==> config.mk <==
export PLATFORM = sky130hd
export DESIGN_NAME = dmac_nch_ctrl
export DESIGN_NICKNAME = d
export VERILOG_FILES = /design/src/rtl/dmac_nch_ctrl.sv
export SDC_FILE = /design/constraint.sdc
export NUM_CORES = 1
export LEC_CHECK = 0
export BUFFER_PORTS_ARGS = -buffer_cell sky130_fd_sc_hd__buf_2
export CORE_MARGIN = 1.5
export CORE_UTILIZATION = 40
export CTS_BUF_LIST = sky130_fd_sc_hd__clkbuf_4 sky130_fd_sc_hd__clkbuf_8
export CTS_CLUSTER_SIZE = 12
export DETAILED_ROUTE_END_ITERATION = 8
export GPL_ROUTABILITY_DRIVEN = 1
export PLACE_DENSITY = 0.7
export SYNTH_ARGS = -nofsm -noshare
export SYNTH_HDL_FRONTEND = slang
export SYNTH_SLANG_ARGS = --single-unit
==> constraint.sdc <==
create_clock -name clk -period 2.4 [get_ports clk]
set_clock_uncertainty 0.2 [all_clocks]
set_input_delay 0.36 -clock clk [delete_from_list [all_inputs] [get_ports clk]]
set_output_delay 0.36 -clock clk [all_outputs]
set_load 0.03 [all_outputs]
==> src/rtl/dmac_nch_ctrl.sv <==
// dmac_nch_ctrl: multi-channel DMA controller; arbitrates channel requests, fetches per-channel config over AHB and runs the winner
module dmac_nch_ctrl #(
    parameter int NUM_CH    = 4,
    parameter int CFG_WORDS = 4,
    parameter int ARB_MODE  = 0
) (
    input  logic                         clk,
    input  logic                         rst,
    input  logic [NUM_CH-1:0]            dmac_req_i,
    input  logic                         bus_grant_i,
    input  logic                         hready_i,
    input  logic [NUM_CH-1:0]            ch_done_i,
    output logic                         bus_req_o,
    output logic [NUM_CH-1:0]            req_ack_o,
    output logic [1:0]                   cfg_htrans_o,
    output logic [$clog2(CFG_WORDS)-1:0] cfg_word_sel_o,
    output logic [CFG_WORDS-1:0]         cfg_reg_en_o,
    output logic [$clog2(NUM_CH)-1:0]    ch_sel_o,
    output logic [NUM_CH-1:0]            ch_en_o,
    output logic [NUM_CH-1:0]            interrupt_o,
    output logic                         busy_o
);
    localparam int CHW = $clog2(NUM_CH);
    localparam int WSW = $clog2(CFG_WORDS);
    localparam int IW  = $clog2(CFG_WORDS + 1);
    localparam logic [IW-1:0]        LAST = IW'(CFG_WORDS);
    localparam logic [CHW-1:0]       TOP  = CHW'(NUM_CH - 1);
    localparam logic [NUM_CH-1:0]    CH1  = NUM_CH'(1);
    localparam logic [CFG_WORDS-1:0] W1   = CFG_WORDS'(1);
    typedef enum logic [2:0] {IDLE, BUS_REQD, CFG, RUN, REGRANT} state_t;
    state_t                state_q, state_d;
    logic [NUM_CH-1:0]     pend_q, pend_d, ack, en, irq, sel_oh;
    logic [IW-1:0]         idx_q, idx_d;
    logic [CHW-1:0]        ch_sel_q, ch_sel_d, rr_q, rr_d, win, j;
    logic [1:0]            htrans_q, htrans;
    logic [WSW-1:0]        wsel;
    logic [CFG_WORDS-1:0]  ren;
    logic                  breq, done, found;

    assign sel_oh = CH1 << ch_sel_q;
    assign done   = |(ch_done_i & sel_oh);

    always_comb begin
        win   = '0;
        j     = rr_q;
        found = 1'b0;
        if (ARB_MODE == 0) begin
            for (int k = 0; k < NUM_CH; k++) if (pend_q[k]) win = CHW'(k);
        end else begin
            for (int k = 0; k < NUM_CH; k++) begin
                if (!found && pend_q[j]) begin
                    win   = j;
                    found = 1'b1;
                end
                j = (j == TOP) ? '0 : j + CHW'(1);
            end
        end
    end

    always_comb begin
        state_d  = state_q;
        pend_d   = pend_q | dmac_req_i;
        idx_d    = idx_q;
        ch_sel_d = ch_sel_q;
        rr_d     = rr_q;
        breq     = state_q != IDLE;
        ack      = '0;
        htrans   = 2'b00;
        wsel     = '0;
        ren      = '0;
        en       = '0;
        irq      = '0;
        case (state_q)
            IDLE: if (|pend_d) begin
                breq    = 1'b1;
                state_d = BUS_REQD;
            end
            BUS_REQD: if (bus_grant_i && hready_i) begin
                ack      = CH1 << win;
                ch_sel_d = win;
                idx_d    = '0;
                rr_d     = (win == TOP) ? '0 : win + CHW'(1);
                state_d  = CFG;
            end
            CFG: begin
                wsel = (idx_q < LAST) ? idx_q[WSW-1:0] : '0;
                if (!hready_i) htrans = htrans_q;
                else if (idx_q == LAST) begin
                    ren[CFG_WORDS-1] = 1'b1;
                    state_d          = RUN;
                end else if (bus_grant_i) begin
                    htrans = 2'b10;
                    ren    = (idx_q != '0) ? W1 << (idx_q - IW'(1)) : '0;
                    idx_d  = idx_q + IW'(1);
                end
            end
            default: begin
                en      = bus_grant_i ? sel_oh : '0;
                irq     = done ? sel_oh : '0;
                pend_d  = (pend_q | dmac_req_i) & ~irq;
                state_d = done ? IDLE : (bus_grant_i ? RUN : REGRANT);
            end
        endcase
    end

    always_ff @(posedge clk) begin
        if (rst) begin
            state_q  <= IDLE;
            pend_q   <= '0;
            idx_q    <= '0;
            ch_sel_q <= '0;
            rr_q     <= '0;
            htrans_q <= 2'b00;
        end else begin
            state_q  <= state_d;
            pend_q   <= pend_d;
            idx_q    <= idx_d;
            ch_sel_q <= ch_sel_d;
            rr_q     <= rr_d;
            htrans_q <= htrans;
        end
    end

    assign bus_req_o      = breq & ~rst;
    assign req_ack_o      = rst ? '0 : ack;
    assign cfg_htrans_o   = rst ? 2'b00 : htrans;
    assign cfg_word_sel_o = rst ? '0 : wsel;
    assign cfg_reg_en_o   = rst ? '0 : ren;
    assign ch_sel_o       = rst ? '0 : ch_sel_q;
    assign ch_en_o        = rst ? '0 : en;
    assign interrupt_o    = rst ? '0 : irq;
    assign busy_o         = ~rst & (state_q != IDLE);
endmodule

==> metrics.csv <==
metric,value,unit
hold_start,hready_i,
grt_max_degree,17,
crit_required,1840,ps
cts_root_buf,clkbuf_4,
grt_overflow_total,0,
status,"complete, no violations",
startpoint_type,register,
post-place-ws,159,ps
worstPathArrival,1710,ps
tns,0,ps
crit_fanout,6,
wl,2390,um
clk_path_buf_depth,2,
cts_made_buffers,3,
cellPowerDensity,441,nW/um^2
maxCapViolCount,0,
dp_hpwl,1830,um
final_area,1210,sq um
drtIter0Drc,16,
tightestPinTransition,383,ps
gp_congestion,0.782,
cts_sinks,14,
max_slew_margin,0.744,
htreeDepth,1,
yosysSeqAreaShare,0.297,
routedWlPerCell,12.9,um
postSynthCellCount,121,
io_pins,36,
postLayoutSetupSlackWorst,130,ps
clk_pin_slew_worst_paths,90,ps
slew_viol_final,0,
syn_nets,139,
synth_area,945,sq um
vias,994,
syn_avg_cell_area,7.81,sq um
fin_crit,2270,ps
setup_viol,0,
area_growth,27.9,%
peakVddDrop,0.244,mV
ys_types,36,
core,2210,sq um
grt_pass1_wl,3820,um
hp-class,in -> reg,
placed_cells_incl_taps,181,
drt-vias-per-instance,5.37,
die_y,51.6,um
ys_warn_count,0,
crit_start,idx_q[0]$_SDFFE_PP0P_,
grt_use_total,0.190,
dr.pass1.iters,4,
fin_nets,176,
fillerInstances,225,
initial_utilization,0.427,
power,0.533,mW
die_area,2660,sq um
p_leak,0.536,nW
end_kind,primary output,
diodes,0,
portBuffers,35,
fin_util,0.546,
rr_startpoint,idx_q[0]$_SDFFE_PP0P_,
drc,0,
cts_tree,done,
grt_antenna_before_repair,0,
hold_ws,119,ps
post_cts_buffers,0,
placed_cell_area,1150,sq um
ys_ff_latch,14,
insertion_delay,280,ps
final_cells,185,
hold_viol_final,0,
fp.dieW,51.6,um
path_class,reg -> out,
clock.fmax,441,MHz
drtAntennaViolNets,0,
fin_crit_sh,0.946,
row_count,17,
drive_above_1_share,0.344,
grt_pass1_vias,901,
==> cells in the final DEF, fill, tap and decap left out, types with 2 or more instances in the layout <==
cell type,count
and2_1,4
nor3_1,7
o21a_1,2
dfxtp_2,2
nor2_1,18
or3_1,2
nand2b_1,5
nand3_1,3
ha_1,6
nor4_1,2
inv_1,7
a211oi_1,2
o21ai_0,3
dfxtp_1,11
o31ai_1,2
o221a_2,2
buf_4,3
nor4_2,2
a21oi_1,7
buf_2,33
clkbuf_4,4
nor2b_1,2
mux2_2,2
nand2_1,8
nor3b_1,2
==> sequential cells by signal, indices dropped and copies added (netlist names) <==
signal / flops
pend_q: 4
idx_q: 3
state_q: 3
ch_sel_q: 2
htrans_q: 2
==> where the power goes <==
group          switching [mW]  internal (mW)  total (mW)
combinational          0.0589         0.0431       0.102
clock                  0.0775         0.0922       0.170
sequential             0.0182          0.243       0.261
total                   0.155          0.378       0.533
==> metal layers <==
layer  GRT usage  up-vias  part of all wire
li1            -      500                 -
met1       0.230      451              0.44
met2       0.314       37              0.47
met3      0.0316        6             0.061
met4       0.114        0             0.021
met5           0        -                 0
==> cells by family after synthesis <==
| group | count (synthesis) | synth area share |
|---|---|---|
| AND/OR/NAND/NOR | 63 | 0.354 |
| AO/OA/AOI/OAI | 22 | 0.163 |
| flip-flops | 14 | 0.297 |
| buffers and inverters | 12 | 0.0503 |
| adder cells (fa/ha/maj) | 6 | 0.0795 |
| multiplexers | 3 | 0.0477 |
| XOR/XNOR | 1 | 0.00927 |
==> worst paths after layout <==
kind,to,slack [ps],cells past startpoint
min reg2reg,htrans_q[0]$_DFF_P_,280,1
max,cfg_reg_en_o[0],130,6
max reg2reg,idx_q[0]$_SDFFE_PP0P_,420,6
min,htrans_q[0]$_DFF_P_,120,2
==> final cells by class <==
class	count	area [sq um]	share of cell area
inverters	7	26.3	0.0217
clock buffers	4	36.3	0.0300
repair buffers	37	195	0.161
multi-input cells	95	629	0.521
well taps	28	35.0	0.0290
flip-flops and latches	14	287	0.237
==> cells in the mapped netlist <==
cell type / number / area (sq um)
nor3_1: 7 / 35.0
buf_2: 2 / 10.0
or4_1: 1 / 7.51
o31ai_1: 2 / 15.0
mux4_2: 1 / 22.5
nand2b_1: 5 / 31.3
nor4_1: 4 / 25.0
or2_2: 1 / 6.26
o211a_1: 1 / 10.0
and2_1: 4 / 25.0
mux2_2: 2 / 22.5
o21a_1: 2 / 15.0
a211oi_1: 2 / 15.0
nand4_1: 1 / 6.26
nor2b_1: 2 / 12.5
clkbuf_1: 3 / 11.3
o311ai_0: 1 / 8.76
or3_1: 2 / 12.5
nor2_1: 18 / 67.6
and2_0: 1 / 6.26
nand2_1: 8 / 30.0
a41oi_1: 1 / 8.76
a311oi_1: 1 / 8.76
nand3_1: 3 / 15.0
nand2b_4: 1 / 13.8
xor2_1: 1 / 8.76
nor4b_1: 1 / 8.76
dfxtp_1: 14 / 280
o221a_2: 2 / 22.5
and3_1: 1 / 6.26
a21oi_1: 7 / 35.0
nor3_2: 1 / 10.0
inv_1: 7 / 26.3
nor3b_1: 2 / 15.0
o21ai_0: 3 / 15.0
ha_1: 6 / 75.1
==> critical path: stages (launching register included) <==
cell     delay, ps
dfxtp_4        380
inv_1           80
ha_1           210
xor2_1         150
nor4_2         250
and2_1         160
buf_2          190
==> what timing repair did <==
item	4_1_cts	5_1_grt
hold buffers	0	0
endpoints found under the setup margin	3	9
pin swaps	0	0
gates resized for setup	1	7
Note: power is estimated with default switching activity, not from simulation.
